File: src/rtl/seg_pkg.sv
// seg_pkg: shared types and constants for the seven-segment scan path
package seg_pkg;
    localparam int NUM_DIGITS = 8;
    localparam logic [7:0] ANODE_OFF = 8'hFF;
    typedef struct packed {
        logic       en;
        logic       dp;
        logic [3:0] val;
    } digit_t;
    typedef enum logic {BLANK, DRIVE} state_t;
endpackage

File: src/rtl/seg_scan_controller_slot_timer.sv
// slot_timer: per-digit prescaler with end-of-slot and end-of-blanking strobes
module slot_timer #(
    parameter int DIV = 131072,
    parameter int BLANK_CYC = 1024
) (
    input  logic clk,
    input  logic rst,
    output logic slot_end,
    output logic blank_end
);
    localparam int CW = $clog2(DIV);
    logic [CW-1:0] cnt;
    assign slot_end = cnt == CW'(DIV - 1);
    assign blank_end = cnt == CW'(BLANK_CYC - 1);
    always_ff @(posedge clk)
        cnt <= (rst || slot_end) ? '0 : cnt + 1'b1;
endmodule

File: src/rtl/seg_scan_controller.sv
// seg_scan_controller: double-buffered 8-digit scan sequencer with inter-digit blanking
module seg_scan_controller
    import seg_pkg::*;
#(
    parameter int DIV = 131072,
    parameter int BLANK_CYC = 1024
) (
    input  logic       Clk,
    input  logic       Reset,
    input  logic       Wr_En,
    input  logic [2:0] Wr_Addr,
    input  logic [5:0] Wr_Data,
    input  logic       Commit,
    output logic [7:0] Anode,
    output logic [3:0] Bin,
    output logic       Dp,
    output logic       Frame_Tick,
    output logic       Commit_Pending
);
    state_t state, state_d;
    digit_t shadow [NUM_DIGITS];
    digit_t active [NUM_DIGITS];
    digit_t cur;
    logic [2:0] idx;
    logic [7:0] anode_d;
    logic slot_end, blank_end, frame_end;

    slot_timer #(.DIV(DIV), .BLANK_CYC(BLANK_CYC)) u_timer (
        .clk(Clk),
        .rst(Reset),
        .slot_end(slot_end),
        .blank_end(blank_end)
    );

    assign frame_end = slot_end && idx == 3'd7;
    assign cur = active[idx];

    always_comb begin
        state_d = state;
        anode_d = ANODE_OFF;
        state_d = (state == BLANK) ? (blank_end ? DRIVE : BLANK) : (slot_end ? BLANK : DRIVE);
        anode_d = (state == DRIVE && cur.en) ? ~(8'd1 << idx) : ANODE_OFF;
    end

    // Copy reads shadow before this edge's write lands, so a boundary write waits a frame
    always_ff @(posedge Clk) begin
        if (Reset) begin
            state <= BLANK;
            idx <= '0;
            shadow <= '{default: '0};
            active <= '{default: '0};
            Commit_Pending <= 1'b0;
            Anode <= ANODE_OFF;
            Bin <= '0;
            Dp <= 1'b1;
            Frame_Tick <= 1'b0;
        end else begin
            state <= state_d;
            if (slot_end) idx <= idx + 1'b1;
            if (Wr_En) shadow[Wr_Addr] <= digit_t'(Wr_Data);
            if (frame_end && Commit_Pending) active <= shadow;
            Commit_Pending <= frame_end ? (!Commit_Pending && Commit) : (Commit_Pending || Commit);
            Anode <= anode_d;
            Bin <= cur.val;
            Dp <= ~cur.dp;
            Frame_Tick <= frame_end;
        end
    end
endmodule

File: config.mk
export PLATFORM = sky130hd
export DESIGN_NAME = seg_scan_controller
export DESIGN_NICKNAME = d
export VERILOG_FILES = /design/src/rtl/seg_pkg.sv /design/src/rtl/seg_scan_controller_slot_timer.sv /design/src/rtl/seg_scan_controller.sv
export SDC_FILE = /design/constraint.sdc
export NUM_CORES = 1
export LEC_CHECK = 0
export CORE_MARGIN = 8
export CORE_UTILIZATION = 53
export CTS_BUF_LIST = sky130_fd_sc_hd__clkbuf_16
export DETAILED_ROUTE_END_ITERATION = 12
export PLACE_DENSITY = 0.8
export SYNTH_ARGS = -nofsm -noshare
export SYNTH_HDL_FRONTEND = slang
export SYNTH_SLANG_ARGS = --single-unit
export TNS_END_PERCENT = 100
File: constraint.sdc
create_clock -name Clk -period 2.1 [get_ports Clk]
set_input_delay 0.315 -clock Clk [delete_from_list [all_inputs] [get_ports Clk]]
set_output_delay 0.315 -clock Clk [all_outputs]
set_load 0.03 [all_outputs]
==> reports/metrics.csv, run 1 <==
metric,value,unit
pre_cts_ws,-0.04746,ns
hpwl,7297,um
status,"complete, no violations",
cts-root-buf,clkbuf_16,
cts_tree,done,
cp.depth,9,
netlist_area,5308,um^2
fin_ws,0.1199,ns
total_leakage_power,2.433,nW
drt-pass1-iter-count,5,
die_w,116.1,um
overflow,0,
holdPathStages,2,
clkSinkCount,132,
design.portCount,28,
cp_top_family,simple AND/OR/NAND/NOR gates,
worstMarginPinSlew,0.6036,ns
final.min_clock_period,1.980,ns
drtIter0Drc,382,
ys_warn_count,0,
rows,36,
diodes,0,
crit_required,2.43,ns
avgSynthCellArea,9.263,um^2
postCtsSetupRepairBufs,0,
clockPowerShare,52.3,%
fillers,738,
start_util,54.55,%
setup_violations,0,
grt_pass1_wl,19750,um
slowest_delay,0.37,ns
grt_usage,18.86,%
yosysSeqAreaShare,49.79,%
wl,12140,um
peakVddDrop,0.4598,mV
hold-path-endpoint,idx[0],
reg2reg_slack,0.12,ns
r2r_start,u_timer.cnt[1],
grt_pass1_vias,4091,
slew_headroom,59.55,%
worst_ep_arrival_time,2.31,ns
ant_nets,0,
path_buf_inv,1,
htree_levels,4,
die_h,116.1,um
drc_errors,0,
ys_seq_elements,132,
clockBufferDepth,2,
critPathKind,register to register,
drive_above_1_share,13.75,%
internal-power,0.004480,W
nets,619,
fin_crit_sh,94.29,%
dp.cells,710,
cp_slowest_cell,dfxtp_2,
crit_chain,"ha_4, nand4_4, nor4_2, and2_1, ha_2, and3_4, clkbuf_16, nand2_1, a21oi_1",
gp_congestion,0.7898,
fmax,505.0,MHz
max_cap_viol_count,0,
fin_area,6440,um^2
viasPerCell,5.589,
syn-num-nets,594,
pwr-share-seq,44.5,%
io_buffers,27,
cts_hold_buf,0,
wl_per_cell,16.32,um
place_area,5748,um^2
rr_endpoint,active[24],
swShare,21.83,%
switchingPower,0.001251,W
hold_viol_final,0,
rsz0062_at_grt,false,
coreArea,9729,um^2
post_synth_inst_count,573,
finClkSkew,0.007655,ns
cp_max_fo,12,
hold_path_class,primary input to register,
p_per_area,889.9,nW/um^2
cts_made_buffers,17,
yosys.cell_types.count,42,
hp-start,Reset,
rr_worst_depth,9,
path_clk_slew,0.06,ns
grt_max_degree,52,
clock_latency,0.41,ns
end_kind,register,
antenna_found_initial,0,
die-area,13470,um^2
area_delta_synth_final,21.33,%
startpoint_type,register,
p_comb_share,3.2,%
slew_viol_final,0,
instances_no_fill,744,
via_count,4158,
cells in the mapped netlist:
cell type / count / area [um^2]
nand3_1: 9 / 45.04
o21ai_1: 1 / 5.000
buf_1: 2 / 7.510
nor4b_4: 1 / 23.77
buf_4: 2 / 15.01
o31a_1: 1 / 8.760
nor2b_1: 1 / 6.260
dfxtp_1: 132 / 2643
o21a_1: 1 / 7.510
nand2_2: 1 / 6.260
ha_1: 8 / 100.1
and3_1: 4 / 25.02
nand4_4: 1 / 21.27
o31ai_1: 2 / 15.01
nor2_1: 59 / 221.5
nand2_1: 115 / 431.7
o22ai_1: 5 / 31.28
and2_1: 9 / 56.30
mux4_2: 8 / 180.2
nor4_1: 8 / 50.05
mux2_2: 5 / 56.30
or3_1: 8 / 50.05
inv_1: 5 / 18.77
buf_2: 13 / 65.06
clkbuf_1: 25 / 93.84
mux2_1: 4 / 45.04
or4_1: 2 / 15.01
nand2b_1: 1 / 6.260
o21ai_0: 2 / 10.01
mux2i_1: 55 / 550.5
nor3_1: 6 / 30.03
a211oi_1: 6 / 45.04
nor4bb_1: 3 / 30.03
or2_2: 1 / 6.260
nand4b_1: 3 / 26.28
buf_6: 2 / 22.52
xor2_1: 2 / 17.52
nand4_2: 1 / 12.51
inv_2: 1 / 3.750
xnor2_1: 2 / 17.52
a21oi_1: 52 / 260.3
nand4_1: 4 / 25.02
stage by stage:
step / hold WS (ns) / total power, W / utilization (%) / setup TNS, ns
after detailed placement: 0.4421 / 0.002778 / 59.08 / -0.1314
after global placement: 0.4364 / 0.002770 / 59.08 / 0
final: 0.2598 / 0.005731 / 66.19 / 0
after CTS: 0.2493 / 0.005744 / 65.88 / 0
after global routing: 0.2662 / 0.005879 / 66.19 / 0
after floorplan: 0.4312 / 0.002720 / - / 0
flip-flops by register name (all words and copies together), names as in the netlist:
signal,count
Anode,8
state,1
shadow,48
active,48
Frame_Tick,1
Bin,4
idx,3
u_timer.cnt,17
Dp,1
Commit_Pending,1
layer usage:
metal | track usage, % | vias to the layer above | wire [um]
li1 | - | 1997 | -
met1 | 22.02 | 1996 | 5142
met2 | 31.79 | 130 | 6020
met3 | 4.742 | 35 | 629
met4 | 8.816 | 0 | 352
met5 | 0 | - | 0
power groups by stage:
stage / registers, W / logic (W) / clock network [W]
after floorplan: 0.00260 / 0.000120 / 0
after global placement: 0.00260 / 0.000171 / 0
after detailed placement: 0.00260 / 0.000177 / 0
after CTS: 0.00255 / 0.000180 / 0.00301
after global routing: 0.00255 / 0.000195 / 0.00313
final: 0.00255 / 0.000181 / 0.00300
cells in the final DEF (no fill, tap or decap), types with 4 or more instances in the layout:
| master | Yosys | routed |
|---|---|---|
| a211oi_1 | 6 | 6 |
| nor2_1 | 59 | 59 |
| clkinv_4 | 0 | 5 |
| buf_4 | 2 | 18 |
| ha_1 | 8 | 6 |
| clkdlybuf4s50_1 | 0 | 26 |
| nand3_1 | 9 | 9 |
| dfxtp_1 | 132 | 126 |
| dfxtp_2 | 0 | 6 |
| nand4_1 | 4 | 4 |
| a21oi_1 | 52 | 52 |
| mux4_2 | 8 | 8 |
| mux2i_1 | 55 | 55 |
| and2_1 | 9 | 9 |
| inv_1 | 5 | 5 |
| nand2_1 | 115 | 115 |
| buf_12 | 0 | 4 |
| mux2_2 | 5 | 5 |
| or3_1 | 8 | 8 |
| o22ai_1 | 5 | 5 |
| nor3_1 | 6 | 6 |
| clkbuf_16 | 0 | 18 |
| nor4_1 | 8 | 7 |
| mux2_1 | 4 | 4 |
area by class of cell:
cell class	instances	area, um^2	share of cell area, %
Inverter	6	22.52	0.3497
Multi-Input combinational cell	391	2465	38.27
Tap cell	133	166.4	2.584
Timing Repair Buffer	50	528.0	8.199
Clock inverter	15	182.7	2.837
Clock buffer	17	425.4	6.606
Sequential cell	132	2650	41.15
kinds of logic after synthesis:
| family | after synthesis | synth area share [%] |
|---|---|---|
| and+or+nand+nor | 237 | 20.51 |
| buffers and inverters | 50 | 4.267 |
| adders and majority gates | 8 | 1.886 |
| muxes | 72 | 15.68 |
| AOI/OAI and AO/OA | 70 | 7.213 |
| DFF | 132 | 49.79 |
| xor gates and xnor gates | 4 | 0.6602 |
worst register-to-register path, cell delays in order, from the launching register on:
cell and delay [ns]:
dfxtp_2 0.37, ha_4 0.17, nand4_4 0.15, nor4_2 0.19
and2_1 0.17, ha_2 0.21, and3_4 0.27, clkbuf_16 0.20
nand2_1 0.06, a21oi_1 0.13
worst max path at each step:
stage	slack, ns	from	endpoint
6_report	0.12	u_timer.cnt[1]	active[24]
5_1_grt	0.007	u_timer.cnt[1]	active[14]
4_1_cts	0.006	u_timer.cnt[1]	active[2]
3_5_place_dp	-0.05	u_timer.cnt[1]	active[38]
3_3_place_gp	0.11	u_timer.cnt[1]	active[41]
2_1_floorplan	0.02	u_timer.cnt[0]	active[0]
timing repair:
| item | CTS | global route |
|---|---|---|
| setup endpoints to repair | 44 | 46 |
| gates cloned | 1 | 1 |
| resized for setup | 4 | 8 |
| pin swaps | 0 | 0 |
(Power assumes the default switching activity.)
==> inputs of run 2 (changes only) <==
Settings changed: CTS_CLUSTER_SIZE set to 10, SLEW_MARGIN set to 40.
==> results of run 2 <==
The final DEF is identical to that of run 1; final timing and power are the same.
==> inputs of run 3 (changes only) <==
Settings changed: CORE_UTILIZATION 53 to 55, PLACE_DENSITY 0.8 to 0.79.
Clock period 2.1 ns to 2.5 ns, I/O delays scaled along.
==> run 3 against run 2 <==
First-iteration DRC count down 25%. Fmax decreased by 15%. Via count is 3.8% lower. Critical path type unchanged. Largest power group unchanged.
==> reports/metrics.csv, run 3 (same netlist as run 1, synthesis figures left out) <==
metric,value,unit
worst_ep_arrival_time,2.66,ns
grt_max_degree,66,
diodes,0,
final_cell_mix,"dfxtp_1 (132), nand2_1 (115), nor2_1 (59), mux2i_1 (55), a21oi_1 (52)",
peakVddDrop,0.4673,mV
die_w,114.2,um
fin_ws,0.1751,ns
hold_path_class,register to register,
clockBufferDepth,2,
crit_required,2.83,ns
overflow,0,
slew_viol_final,0,
p_per_area,760.1,nW/um^2
end_kind,register,
grt_pass1_vias,3940,
setup_violations,0,
path_clk_slew,0.06,ns
io_buffers,27,
drc_errors,0,
drt-pass1-iter-count,4,
cts_tree,done,
final.min_clock_period,2.325,ns
start_util,55.58,%
cts-root-buf,clkbuf_16,
drive_above_1_share,11.13,%
status,"complete, no violations",
antenna_found_initial,0,
top_usage_layer,met2,
fmax,430.1,MHz
grt_util_met3,6.224,%
area_delta_synth_final,18.13,%
total_leakage_power,2.369,nW
fin_util,65.66,%
hpwl,7014,um
startpoint_type,register,
cts_made_buffers,17,
use_met1,21.49,%
largestRegisters,"active: 48 flops, shadow: 48 flops, u_timer.cnt: 17 flops",
nets,610,
coreArea,9549,um^2
fin_area,6270,um^2
die_h,114.2,um
wl_per_cell,15.78,um
grt_usage,18.67,%
die-area,13050,um^2
hold_viol_final,0,
final_common_cell,dfxtp_1,
rows,36,
pre_cts_ws,0.2488,ns
gp_congestion,0.7902,
viasPerCell,5.445,
clock_latency,0.42,ns
ant_nets,0,
design.portCount,28,
place_area,5668,um^2
met2_usage,31.07,%
worstMarginPinSlew,0.6128,ns
finClkSkew,0.009331,ns
max_cap_viol_count,0,
clkSinkCount,132,
slew_headroom,59.15,%
grt_pass1_wl,19170,um
wl,11600,um
fin_crit_sh,93.00,%
htree_levels,4,
critPathKind,register to register,
tns,0,ns
drtIter0Drc,286,
via_count,4002,
cp_max_fo,48,
-- run 3: worst paths after layout --
check                             endpoint  slack, ns  cells past startpoint            from
worst max-delay path            active[25]       0.18                      9  u_timer.cnt[0]
worst min-delay path             active[4]       0.45                      2       active[4]
worst max register to register  active[25]       0.18                      9  u_timer.cnt[0]
worst min register to register   active[4]       0.45                      2       active[4]
-- run 3: critical path, cell delays in order, from the launching register on --
cell	delay, ns
dfxtp_1	0.39
ha_2	0.25
nand4_4	0.16
nor4_1	0.23
and2_1	0.19
ha_2	0.25
and3_1	0.25
buf_12	0.25
nand2_1	0.10
a21oi_1	0.15
-- run 3: final cells by class --
cell class / instances / area, um^2
Inverter: 6 / 22.52
Clock inverter: 15 / 171.4
Fill cell: 768 / 3279
Multi-Input combinational cell: 391 / 2444
Tap cell: 133 / 166.4
Clock buffer: 17 / 425.4
Sequential cell: 132 / 2643
Timing Repair Buffer: 41 / 397.9
-- run 3: power by group --
group	leakage (nW)	internal [W]	total, W	switching [W]
clock network	0.290	0.00150	0.00248	0.000985
logic	1.01	0.0000569	0.000142	0.0000854
registers	1.07	0.00213	0.00214	0.0000166
total	2.37	0.00368	0.00477	0.00109
-- run 3: metal layers --
metal / vias to the layer above / part of all wire (%)
met1: 1906 / 43
met5: - / 0
met3: 18 / 5.4
met4: 0 / 1.5
li1: 1980 / -
met2: 98 / 50
-- run 3: timing repair --
| item | CTS | global route |
|---|---|---|
| buffers inserted | 0 | 0 |
| endpoints found under the setup margin | 0 | 37 |
| resized for setup | 0 | 2 |
| hold buffers | 0 | 0 |
-- run 3: through the flow --
stage / total power [W] / instances / hold slack [ns]
after floorplan: 0.002284 / 573 / 0.4312
after global placement: 0.002322 / 703 / 0.4346
after detailed placement: 0.002327 / 703 / 0.4418
after CTS: 0.004789 / 735 / 0.4440
after global routing: 0.004917 / 735 / 0.4611
final: 0.004766 / 735 / 0.4487
